`src/rtl/alu_pkg.sv`:
```
// Shared constants for the ALU issue slice: control codes, MIPS opcode/funct values
// and the issue FSM state type.
package alu_pkg;

   // ALU control codes
   localparam logic [3:0] CtrlAdd  = 4'b0000;
   localparam logic [3:0] CtrlSub  = 4'b0001;
   localparam logic [3:0] CtrlSll  = 4'b0010;
   localparam logic [3:0] CtrlOr   = 4'b0011;
   localparam logic [3:0] CtrlAnd  = 4'b0100;
   localparam logic [3:0] CtrlSltu = 4'b0101;
   localparam logic [3:0] CtrlSlt  = 4'b0110;
   localparam logic [3:0] CtrlXor  = 4'b0111;
   localparam logic [3:0] CtrlNone = 4'b1111;

   // Opcodes
   localparam logic [5:0] OpRtype = 6'b000000;
   localparam logic [5:0] OpBeq   = 6'b000100;
   localparam logic [5:0] OpBne   = 6'b000101;
   localparam logic [5:0] OpAddi  = 6'b001000;
   localparam logic [5:0] OpAddiu = 6'b001001;
   localparam logic [5:0] OpSlti  = 6'b001010;
   localparam logic [5:0] OpSltiu = 6'b001011;
   localparam logic [5:0] OpAndi  = 6'b001100;
   localparam logic [5:0] OpOri   = 6'b001101;
   localparam logic [5:0] OpXori  = 6'b001110;

   // R-type function codes
   localparam logic [5:0] FnSll  = 6'b000000;
   localparam logic [5:0] FnAdd  = 6'b100000;
   localparam logic [5:0] FnAddu = 6'b100001;
   localparam logic [5:0] FnSub  = 6'b100010;
   localparam logic [5:0] FnSubu = 6'b100011;
   localparam logic [5:0] FnAnd  = 6'b100100;
   localparam logic [5:0] FnOr   = 6'b100101;
   localparam logic [5:0] FnXor  = 6'b100110;
   localparam logic [5:0] FnSlt  = 6'b101010;
   localparam logic [5:0] FnSltu = 6'b101011;

   typedef enum logic [1:0] {
      StIdle = 2'd0,
      StExec = 2'd1,
      StDone = 2'd2
   } state_e;

endpackage

```
`src/rtl/alu.sv`:
```
// 32-bit ALU datapath driven by a 4-bit control code.
module alu
   import alu_pkg::*;
(
   input  logic [3:0]  ctrl,
   input  logic [31:0] a,
   input  logic [31:0] b,
   output logic [31:0] result,
   output logic        zero
);

   // Select the operation; unknown codes yield 0
   always_comb begin
      case (ctrl)
         CtrlAdd:  result = a + b;
         CtrlSub:  result = a - b;
         CtrlSll:  result = b << a[4:0];
         CtrlOr:   result = a | b;
         CtrlAnd:  result = a & b;
         CtrlSltu: result = (a < b) ? 32'd1 : 32'd0;
         CtrlSlt:  result = ($signed(a) < $signed(b)) ? 32'd1 : 32'd0;
         CtrlXor:  result = a ^ b;
         default:  result = 32'd0;
      endcase
   end

   assign zero = (result == 32'd0);

endmodule

```
`src/rtl/alu_decode.sv`:
```
// Combinational MIPS decoder: selects ALU control code and operands.
// Optional feature macro: ALU_ILLEGAL_TRAP_EN (flag undecodable instructions as illegal).
module alu_decode
   import alu_pkg::*;
(
   input  logic [5:0]  op,
   input  logic [5:0]  funct,
   input  logic [4:0]  shamt,
   input  logic [15:0] imm,
   input  logic [31:0] rs_val,
   input  logic [31:0] rt_val,
   output logic [3:0]  ctrl,
   output logic [31:0] a,
   output logic [31:0] b,
   output logic        illegal
);

   logic [31:0] imm_sext;
   logic [31:0] imm_zext;

   assign imm_sext = {{16{imm[15]}}, imm};
   assign imm_zext = {16'h0000, imm};

   // Decode control code and pick operand sources
   always_comb begin
      ctrl = CtrlNone;
      a    = rs_val;
      b    = imm_sext;
      if (op == OpRtype) begin
         b = rt_val;
         case (funct)
            FnAdd, FnAddu: ctrl = CtrlAdd;
            FnSub, FnSubu: ctrl = CtrlSub;
            FnSll: begin
               ctrl = CtrlSll;
               a    = {27'd0, shamt};
            end
            FnOr:    ctrl = CtrlOr;
            FnAnd:   ctrl = CtrlAnd;
            FnSlt:   ctrl = CtrlSlt;
            FnSltu:  ctrl = CtrlSltu;
            FnXor:   ctrl = CtrlXor;
            default: ctrl = CtrlNone;
         endcase
      end else begin
         case (op)
            OpAddi, OpAddiu: ctrl = CtrlAdd;
            OpSlti:          ctrl = CtrlSlt;
            OpSltiu:         ctrl = CtrlSltu;
            OpAndi: begin
               ctrl = CtrlAnd;
               b    = imm_zext;
            end
            OpOri: begin
               ctrl = CtrlOr;
               b    = imm_zext;
            end
            OpXori: begin
               ctrl = CtrlXor;
               b    = imm_zext;
            end
            OpBeq, OpBne: begin
               ctrl = CtrlSub;
               b    = rt_val;
            end
            default: ctrl = CtrlNone;
         endcase
      end
   end

`ifdef ALU_ILLEGAL_TRAP_EN
   assign illegal = (ctrl == CtrlNone);
`else
   assign illegal = 1'b0;
`endif

endmodule

```
`src/rtl/alu_issue.sv`:
```
// ALU issue stage: accepts one instruction, executes it for one cycle and holds the
// result under a valid/ready handshake. Optional macro: ALU_ILLEGAL_TRAP_EN.
module alu_issue
   import alu_pkg::*;
(
   input  logic        clk,
   input  logic        rst,
   input  logic        in_valid,
   output logic        in_ready,
   input  logic [5:0]  op,
   input  logic [5:0]  funct,
   input  logic [4:0]  shamt,
   input  logic [15:0] imm,
   input  logic [31:0] rs_val,
   input  logic [31:0] rt_val,
   output logic        out_valid,
   input  logic        out_ready,
   output logic [31:0] result,
   output logic        zero,
   output logic        illegal,
   output logic [3:0]  alu_ctrl
);

   state_e      state_q, state_d;
   logic [3:0]  ctrl_q, ctrl_d;
   logic [31:0] a_q, a_d, b_q, b_d;
   logic        dec_ill_q, dec_ill_d;
   logic [31:0] result_q, result_d;
   logic        zero_q, zero_d, illegal_q, illegal_d, out_valid_q, out_valid_d;

   logic [3:0]  dec_ctrl;
   logic [31:0] dec_a, dec_b, alu_res;
   logic        dec_ill, alu_zero, accept;

   alu_decode u_decode (
      .op      (op),
      .funct   (funct),
      .shamt   (shamt),
      .imm     (imm),
      .rs_val  (rs_val),
      .rt_val  (rt_val),
      .ctrl    (dec_ctrl),
      .a       (dec_a),
      .b       (dec_b),
      .illegal (dec_ill)
   );

   alu u_alu (
      .ctrl   (ctrl_q),
      .a      (a_q),
      .b      (b_q),
      .result (alu_res),
      .zero   (alu_zero)
   );

   // Ready is suppressed during reset so nothing is accepted on the reset edge
   assign in_ready = ~rst & ((state_q == StIdle) | ((state_q == StDone) & out_ready));
   assign accept   = in_valid & in_ready;

   // Next-state and output register updates
   always_comb begin
      state_d     = state_q;
      ctrl_d      = ctrl_q;
      a_d         = a_q;
      b_d         = b_q;
      dec_ill_d   = dec_ill_q;
      result_d    = result_q;
      zero_d      = zero_q;
      illegal_d   = illegal_q;
      out_valid_d = out_valid_q;
      if (accept) begin
         ctrl_d    = dec_ctrl;
         a_d       = dec_a;
         b_d       = dec_b;
         dec_ill_d = dec_ill;
      end
      case (state_q)
         StIdle: if (accept) state_d = StExec;
         StExec: begin
            result_d    = alu_res;
            zero_d      = alu_zero;
            illegal_d   = dec_ill_q;
            out_valid_d = 1'b1;
            state_d     = StDone;
         end
         StDone: begin
            if (out_ready) begin
               out_valid_d = 1'b0;
               state_d     = accept ? StExec : StIdle;
            end
         end
         default: state_d = StIdle;
      endcase
   end

   // State registers with synchronous reset
   always_ff @(posedge clk) begin
      if (rst) begin
         state_q     <= StIdle;
         ctrl_q      <= CtrlNone;
         a_q         <= 32'd0;
         b_q         <= 32'd0;
         dec_ill_q   <= 1'b0;
         result_q    <= 32'd0;
         zero_q      <= 1'b0;
         illegal_q   <= 1'b0;
         out_valid_q <= 1'b0;
      end else begin
         state_q     <= state_d;
         ctrl_q      <= ctrl_d;
         a_q         <= a_d;
         b_q         <= b_d;
         dec_ill_q   <= dec_ill_d;
         result_q    <= result_d;
         zero_q      <= zero_d;
         illegal_q   <= illegal_d;
         out_valid_q <= out_valid_d;
      end
   end

   assign out_valid = out_valid_q;
   assign result    = result_q;
   assign zero      = zero_q;
   assign illegal   = illegal_q;
   assign alu_ctrl  = ctrl_q;

endmodule
```
`config.mk`:
```
export PLATFORM = sky130hd
export DESIGN_NAME = alu_issue
export DESIGN_NICKNAME = d
export VERILOG_FILES = /design/src/rtl/alu_pkg.sv /design/src/rtl/alu.sv /design/src/rtl/alu_decode.sv /design/src/rtl/alu_issue.sv
export SDC_FILE = /design/constraint.sdc
export NUM_CORES = 1
export LEC_CHECK = 0
export CAP_MARGIN = 20
export CORE_ASPECT_RATIO = 1.75
export CORE_MARGIN = 5
export CORE_UTILIZATION = 45
export DETAILED_ROUTE_END_ITERATION = 8
export PLACE_DENSITY_LB_ADDON = 0.15
export SLEW_MARGIN = 5
export SYNTH_ARGS = -nofsm -noshare
export SYNTH_HDL_FRONTEND = slang
export SYNTH_SLANG_ARGS = --single-unit
```
`constraint.sdc`:
```
create_clock -name clk -period 5.73 [get_ports clk]
set_clock_uncertainty 0.05 [all_clocks]
set_input_delay 1.719 -clock clk [delete_from_list [all_inputs] [get_ports clk]]
set_output_delay 1.719 -clock clk [all_outputs]
set_load 0.01 [all_outputs]
```
==> metrics.md, run 1 <==
| Metric | Value |
|---|---|
| Status | `completed` |
| Worst slew pin tran | `1.05 ns` |
| Post-DR wirelength/cell | `25.4 um` |
| Fin Setup TNS | `0 ns` |
| Largest net degree at the start of global routing | `71` |
| Leak Pwr | `4.99 nW` |
| Setup Buffers After CTS | `0` |
| Synth top area cells | `dfxtp_1 (18%), ha_1 (11%), a21oi_1 (6.6%)` |
| Synth Cell Area | `11,600 um2` |
| CTS Sinks | `104` |
| Yosys warning count | `0` |
| NumNets Final | `1,845` |
| Hold Crit Class | `flip-flop to flip-flop` |
| Vias | `13,000` |
| Largest family of logic cells by synthesized area | `compound AO/OA/AOI/OAI gates` |
| Max-cap violations | `0` |
| Final Critical Period | `4.96 ns` |
| Hold_buf cts | `0` |
| CP Class | `flip-flop to flip-flop` |
| RSZ-0062 raised after global routing | `no` |
| Max FO, Critical Path | `7` |
| Final worst slack | `0.768 ns` |
| Adder-cell share of the synthesized area | `0.117` |
| CP Launch Type | `flip-flop` |
| Max Clock Freq | `202 MHz` |
| Hold Path Stages | `2` |
| Most frequent cell after synthesis | `a21oi_1` |
| Htree depth | `3` |
| Pre-Repair DR Iteration Count | `6` |
| DRC Markers | `0` |
| Dpl ws | `0.775 ns` |
| Final setup violation count | `0` |
| Post-Synth XOR/XNOR Area | `0.00528` |
| Num CTS Buffers | `9` |
| CP arrival | `5.23 ns` |
| Port Buf Inserts | `139` |
| Post-Syn Instances | `1,568` |
| Synth Area in Simple Gates | `0.203` |
| CTS tree | `done` |
| IO Pins | `141` |
| Relative slew slack | `0.297` |
| Core Box Area | `25,300 um2` |
| Worst r2r path cells | `14` |
| Top-area cell type share of the netlist area | `0.179` |
| First-pass GRT wire length | `74,600 um` |
| # rows | `77` |
| Peak supply drop | `0.000188 V` |
| Vias per cell | `6.63` |
| P&R area growth vs syn | `16.6%` |
| Total track usage | `0.325` |
| Sequential fraction of the synthesis area | `0.179` |
| Starting Density | `0.458` |
| Post-synth EDFFs | `0` |
| Antenna violations before repair | `0` |
| Post-synth top flop | `dfxtp_1` |
| Flip-flop and latch count after synthesis | `104` |
| Detailed Route Iter0 Violations | `1,644` |
| Placer Congestion | `1.04` |
| Pwr/cell area | `187 nW/um2` |
| Die X | `131 um` |
| Root Buffer | `clkbuf_16` |
| Number of different library cells in the post-synthesis netlist | `94` |
| Clock slew at reported path FFs | `0.09 ns` |
| Synth Area per Inst | `7.41 um2` |
| Final ANT Viol Nets | `0` |
| Ant. Diodes | `0` |
| Final Slew Violations | `0` |
| Vias in the first global route | `12,300` |
| Largest area contributor in the synthesized netlist | `dfxtp_1` |
| Final WL | `49,800 um` |
| Most frequent cells after synthesis | `a21oi_1 (154), nand2_1 (149), nor2_1 (146), ha_1 (105), dfxtp_1 (104)` |
| Ys async rst share | `0` |
| Fin crit share | `0.866` |
| Synth Area in Compound Gates | `0.313` |
| Die area | `29,200 um2` |
| Fraction of layout cells with a size suffix above 1 | `0.0780` |
| Die height | `223 um` |
| HPWL Detailed | `39,300 um` |
| Worst skew pair latency | `0.39 ns` |
| Grt ovf | `0` |
| Syn Nets | `1,776` |
| Clock buffer depth | `2` |
| Mux cell area share after synthesis | `0.103` |
| Setup crit end kind | `flip-flop` |
| WP data required | `6.00 ns` |
| Final hold vios | `0` |
| Post-CTS Resized | `0` |
path summary, 6_finish.rpt:
kind | to | slack, ns | startpoint
max reg2reg | zero$_SDFFE_PP0P_ | 0.77 | b_q[0]$_SDFFE_PP0P_
max | zero$_SDFFE_PP0P_ | 0.77 | b_q[0]$_SDFFE_PP0P_
min reg2reg | result[3]$_SDFFE_PP0P_ | 0.41 | result[3]$_SDFFE_PP0P_
min | result[3]$_SDFFE_PP0P_ | 0.41 | result[3]$_SDFFE_PP0P_
metrics by stage:
stage	instance area [um2]	cells	hold WS [ns]	utilization	total power, W
CTS	13500	1958	0.406	0.535	0.00252
detailed placement	13200	1942	0.398	0.522	0.00184
floorplan	11600	1568	0.416	-	0.00147
global route	13500	1958	0.429	0.535	0.00265
global placement	13200	1941	0.395	0.522	0.00183
finish	13500	1958	0.406	0.535	0.00253
critical path, stage by stage (launching register included):
cell	delay, ns
dfxtp_1	0.46
ha_1	0.33
inv_1	0.08
fa_1	0.46
nor2b_1	0.22
o2111ai_1	0.29
a21boi_0	0.32
o21ai_0	0.11
a31oi_1	0.20
o221ai_1	0.26
a2111oi_0	0.71
nand4_1	0.19
or4_1	0.47
or4_1	0.51
o31ai_2	0.21
power by group:
part,total [W],internal [W],switching (W)
registers,0.000843,0.000768,0.0000742
logic,0.00100,0.000397,0.000607
clock network,0.000685,0.000349,0.000336
placed cells by master, fill, tap and decap left out, types with 57 or more instances in the layout:
master,n
inv_1,99
a21oi_1,154
nand2_1,149
nor2_1,145
nand3_1,62
clkdlybuf4s50_1,138
dfxtp_1,101
o21ai_0,83
a211oi_1,57
ha_1,105
cells by family (layout without fill, tap and decap cells):
| kind of cell | after synthesis | in the layout |
|---|---|---|
| AND/OR/NAND/NOR | 500 | 500 |
| multiplexers | 92 | 92 |
| XOR/XNOR | 7 | 7 |
| AO/OA/AOI/OAI | 531 | 531 |
| other | 1 | 1 |
| adder cells (fa/ha/maj) | 108 | 108 |
| flip-flops | 104 | 104 |
| buffers and inverters | 225 | 299 |
area by class of cell:
type	count	area (um2)
clock buffer	9	225
tap	316	395
inverter	102	383
timing repair buffer	181	1730
fill	2517	11800
sequential	104	2090
clock inverter	7	85.1
multi-input combinational	1239	8650
flip-flops by register name, indices dropped and copies added (netlist names):
signal / cells
alu_ctrl: 4
result: 32
a_q: 32
b_q: 32
out_valid: 1
zero: 1
state_q: 2
metal layers:
| metal | vias up | part of all wire | GRT usage | routed length [um] |
|---|---|---|---|---|
| met5 | - | 0 | 0 | 0 |
| met4 | 0 | 0.057 | 0.178 | 2850 |
| met3 | 178 | 0.074 | 0.0478 | 3670 |
| met2 | 706 | 0.49 | 0.557 | 24200 |
| met1 | 6145 | 0.38 | 0.389 | 19100 |
| li1 | 5950 | - | - | - |
(Power assumes the default switching activity.)
==> run 2, diff against run 1 <==
--- a/config.mk
+++ b/config.mk
@@ -6,9 +6,11 @@
 export NUM_CORES = 1
 export LEC_CHECK = 0
 export CAP_MARGIN = 20
+export CELL_PAD_IN_SITES_DETAIL_PLACEMENT = 1
+export CELL_PAD_IN_SITES_GLOBAL_PLACEMENT = 2
 export CORE_ASPECT_RATIO = 1.75
 export CORE_MARGIN = 5
-export CORE_UTILIZATION = 45
+export CORE_UTILIZATION = 33
 export DETAILED_ROUTE_END_ITERATION = 8
 export PLACE_DENSITY_LB_ADDON = 0.15
 export SLEW_MARGIN = 5
==> constraint.sdc (replaced) <==
create_clock -name clk -period 5.35 [get_ports clk]
set_clock_uncertainty 0.05 [all_clocks]
set_input_delay 1.605 -clock clk [delete_from_list [all_inputs] [get_ports clk]]
set_output_delay 1.605 -clock clk [all_outputs]
set_load 0.01 [all_outputs]
==> run 2 against run 1 <==
Cell count increased by 9.1%. Critical path type unchanged. Global-route usage decreased by 3.9 points. Sequential share of layout area down 0.40 points. Worst hold slack improved by 0.0068 ns. Register-to-register slack worse by 0.30 ns.
==> metrics.md, run 2 (same netlist as run 1, synthesis figures left out) <==
| Metric | Value |
|---|---|
| Die area | `39,200 um2 (+34%)` |
| Final Critical Period | `4.88 ns (-0.0834 ns)` |
| Max Clock Freq | `205 MHz (+1.7%)` |
| Bufs and invs on worst path | `1 (unchanged)` |
| Pwr/cell area | `197 nW/um2 (+5.3%)` |
| Status | `completed` |
| Vias | `13,100 (+0.65%)` |
| Detailed Route Iter0 Violations | `805 (-51%)` |
| Reg2Reg Setup Slack | `0.47 ns (-0.30 ns)` |
| Fin crit share | `0.912 (+0.0459)` |
| Hold_buf cts | `0 (unchanged)` |
| Setup Buffers After CTS | `0 (unchanged)` |
| Core Box Area | `35,100 um2 (+38%)` |
| Grt ovf | `0 (unchanged)` |
| Placed cells | `2,120 (+9.2%)` |
| Final Slew Violations | `0 (unchanged)` |
| Num CTS Buffers | `9 (unchanged)` |
| Hold Crit Class | `flip-flop to flip-flop` |
| Pre-Repair DR Iteration Count | `6 (unchanged)` |
| Worst skew pair latency | `0.39 ns (about the same)` |
| FF-to-FF End | `zero$_SDFFE_PP0P_` |
| CTS Sinks | `104 (unchanged)` |
| First-pass GRT wire length | `85,500 um (+15%)` |
| CP Class | `flip-flop to flip-flop` |
| Ant. Diodes | `0 (unchanged)` |
| NumNets Final | `1,874 (+1.6%)` |
| Post-DR wirelength/cell | `27.3 um (+7.5%)` |
| Crit-path cells | `inv_1 -> ha_1 -> fa_1 -> o21bai_1 -> a21oi_1 -> a211oi_1 -> o221ai_1 -> a2111oi_0 -> nand3_1 -> nor4_1 -> nand4_1 -> or4_1 -> or4_1 -> o31ai_2` |
| Vias in the first global route | `13,700 (+11%)` |
| Die height | `258 um (+16%)` |
| RSZ-0062 raised after global routing | `no` |
| Placer Congestion | `0.993 (-4.2%)` |
| Final setup violation count | `0 (unchanged)` |
| Port Buf Inserts | `139 (unchanged)` |
| Relative slew slack | `0.242 (-0.0551)` |
| Peak supply drop | `0.000130 V (-31%)` |
| Setup crit end kind | `flip-flop` |
| Cell family with most CP delay | `compound AO/OA/AOI/OAI gates` |
| DRC Markers | `0 (unchanged)` |
| IO Pins | `141 (unchanged)` |
| Worst slew pin tran | `1.14 ns (+0.0865 ns)` |
| Post-CTS Resized | `0 (unchanged)` |
| Largest net degree at the start of global routing | `62 (-13%)` |
| Worst r2r path cells | `14 (unchanged)` |
| Final WL | `58,400 um (+17%)` |
| Max stage delay on crit path | `0.55 ns (-0.16 ns)` |
| Most frequent cell on the critical path | `or4_1` |
| Most frequent cells in the layout | `a21oi_1 (154), nand2_1 (148), nor2_1 (145)` |
| CP Launch Type | `flip-flop` |
| # rows | `91 (+18%)` |
| Hold endpoint | `result[10]$_SDFFE_PP0P_` |
| Leak Pwr | `5.11 nW (+2.3%)` |
| Hold Crit Start | `result[10]$_SDFFE_PP0P_` |
| Fin Setup TNS | `0 ns (unchanged)` |
| Reg-to-reg startpoint | `a_q[0]$_SDFFE_PP0P_` |
| Total track usage | `0.286 (-0.0392)` |
| P&R area growth vs syn | `19.8%` |
| Root Buffer | `clkbuf_16` |
| Clock buffer depth | `2 (unchanged)` |
| Final hold vios | `0 (unchanged)` |
| CTS tree | `done` |
| Filler instances | `4,395 (+75%)` |
| Starting Density | `0.331 (-0.127)` |
| Crit path max-delay cell type | `dfxtp_2` |
| Final hold slack | `0.412 ns (+0.00676 ns)` |
| CP arrival | `5.14 ns (-0.09 ns)` |
| Final ANT Viol Nets | `0 (unchanged)` |
| Fraction of layout cells with a size suffix above 1 | `0.0952 (+0.0172)` |
| Clock slew at reported path FFs | `0.09 ns (about the same)` |
| Max FO, Critical Path | `14 (+7)` |
| Die X | `152 um (+15%)` |
| Vias per cell | `6.12 (-7.7%)` |
| HPWL Detailed | `47,300 um (+20%)` |
| Hold Path Stages | `2 (unchanged)` |
| Antenna violations before repair | `0 (unchanged)` |
| Non-Filler Instances | `2,136 (+9.1%)` |
| WP data required | `5.61 ns (-0.39 ns)` |
| Max-cap violations | `0 (unchanged)` |
| Htree depth | `3 (unchanged)` |
| Commonest non-fill, non-tap cell in the layout | `a21oi_1` |
run 2: cell types whose count changed in the layout (fill, tap and decap cells not counted), moves of 2 or more:
cell and change:
buf_4 +32, clkinvlp_4 +3, buf_12 -2, inv_6 -2
run 2: worst max path at each step:
| stage | from | end | cells past startpoint |
|---|---|---|---|
| 4_1_cts | a_q[0]$_SDFFE_PP0P_ | zero$_SDFFE_PP0P_ | 14 |
| 2_1_floorplan | a_q[2]$_SDFFE_PP0P_ | zero$_SDFFE_PP0P_ | 17 |
| 6_report | a_q[0]$_SDFFE_PP0P_ | zero$_SDFFE_PP0P_ | 14 |
| 5_1_grt | a_q[0]$_SDFFE_PP0P_ | zero$_SDFFE_PP0P_ | 14 |
| 3_3_place_gp | a_q[0]$_SDFFE_PP0P_ | zero$_SDFFE_PP0P_ | 15 |
| 3_5_place_dp | a_q[0]$_SDFFE_PP0P_ | zero$_SDFFE_PP0P_ | 14 |
run 2: stage by stage:
step	worst slack [ns]	instance area (um2)	utilization	total power (W)
final	0.471	13900	0.397	0.00274
after global routing	0.228	13900	0.397	0.00287
after CTS	0.511	13900	0.397	0.00275
after detailed placement	0.553	13600	0.388	0.00204
after global placement	0.616	13600	0.388	0.00203
after floorplan	0.948	11600	-	0.00157
run 2: cell type report:
type,instances,area (um2),share of cell area
tap,465,582,0.0418
clock inverter,7,62.6,0.00450
multi-input combinational,1239,8650,0.622
clock buffer,9,225,0.0162
inverter,102,383,0.0275
sequential,104,2090,0.150
timing repair buffer,210,1920,0.138
run 2: where the power goes:
part / leakage [nW] / switching (W) / internal [W]
sequential: 0.854 / 0.0000666 / 0.000823
clock: 0.132 / 0.000371 / 0.000325
combinational: 4.13 / 0.000702 / 0.000449
total: 5.11 / 0.00114 / 0.00160
run 2: tightest hold or removal path: stages, from the launching register on:
cell     delay, ns
dfxtp_1       0.32
nand2_1       0.05
a21oi_1       0.05
run 2: per-layer routing:
metal / wire length [um] / share of wire / up-vias / track usage
met5: 0 / 0 / - / 0
met4: 5870 / 0.10 / 0 / 0.239
met2: 30600 / 0.52 / 449 / 0.533
met1: 19800 / 0.34 / 6418 / 0.278
met3: 2120 / 0.036 / 205 / 0.0355
li1: - / - / 5991 / -
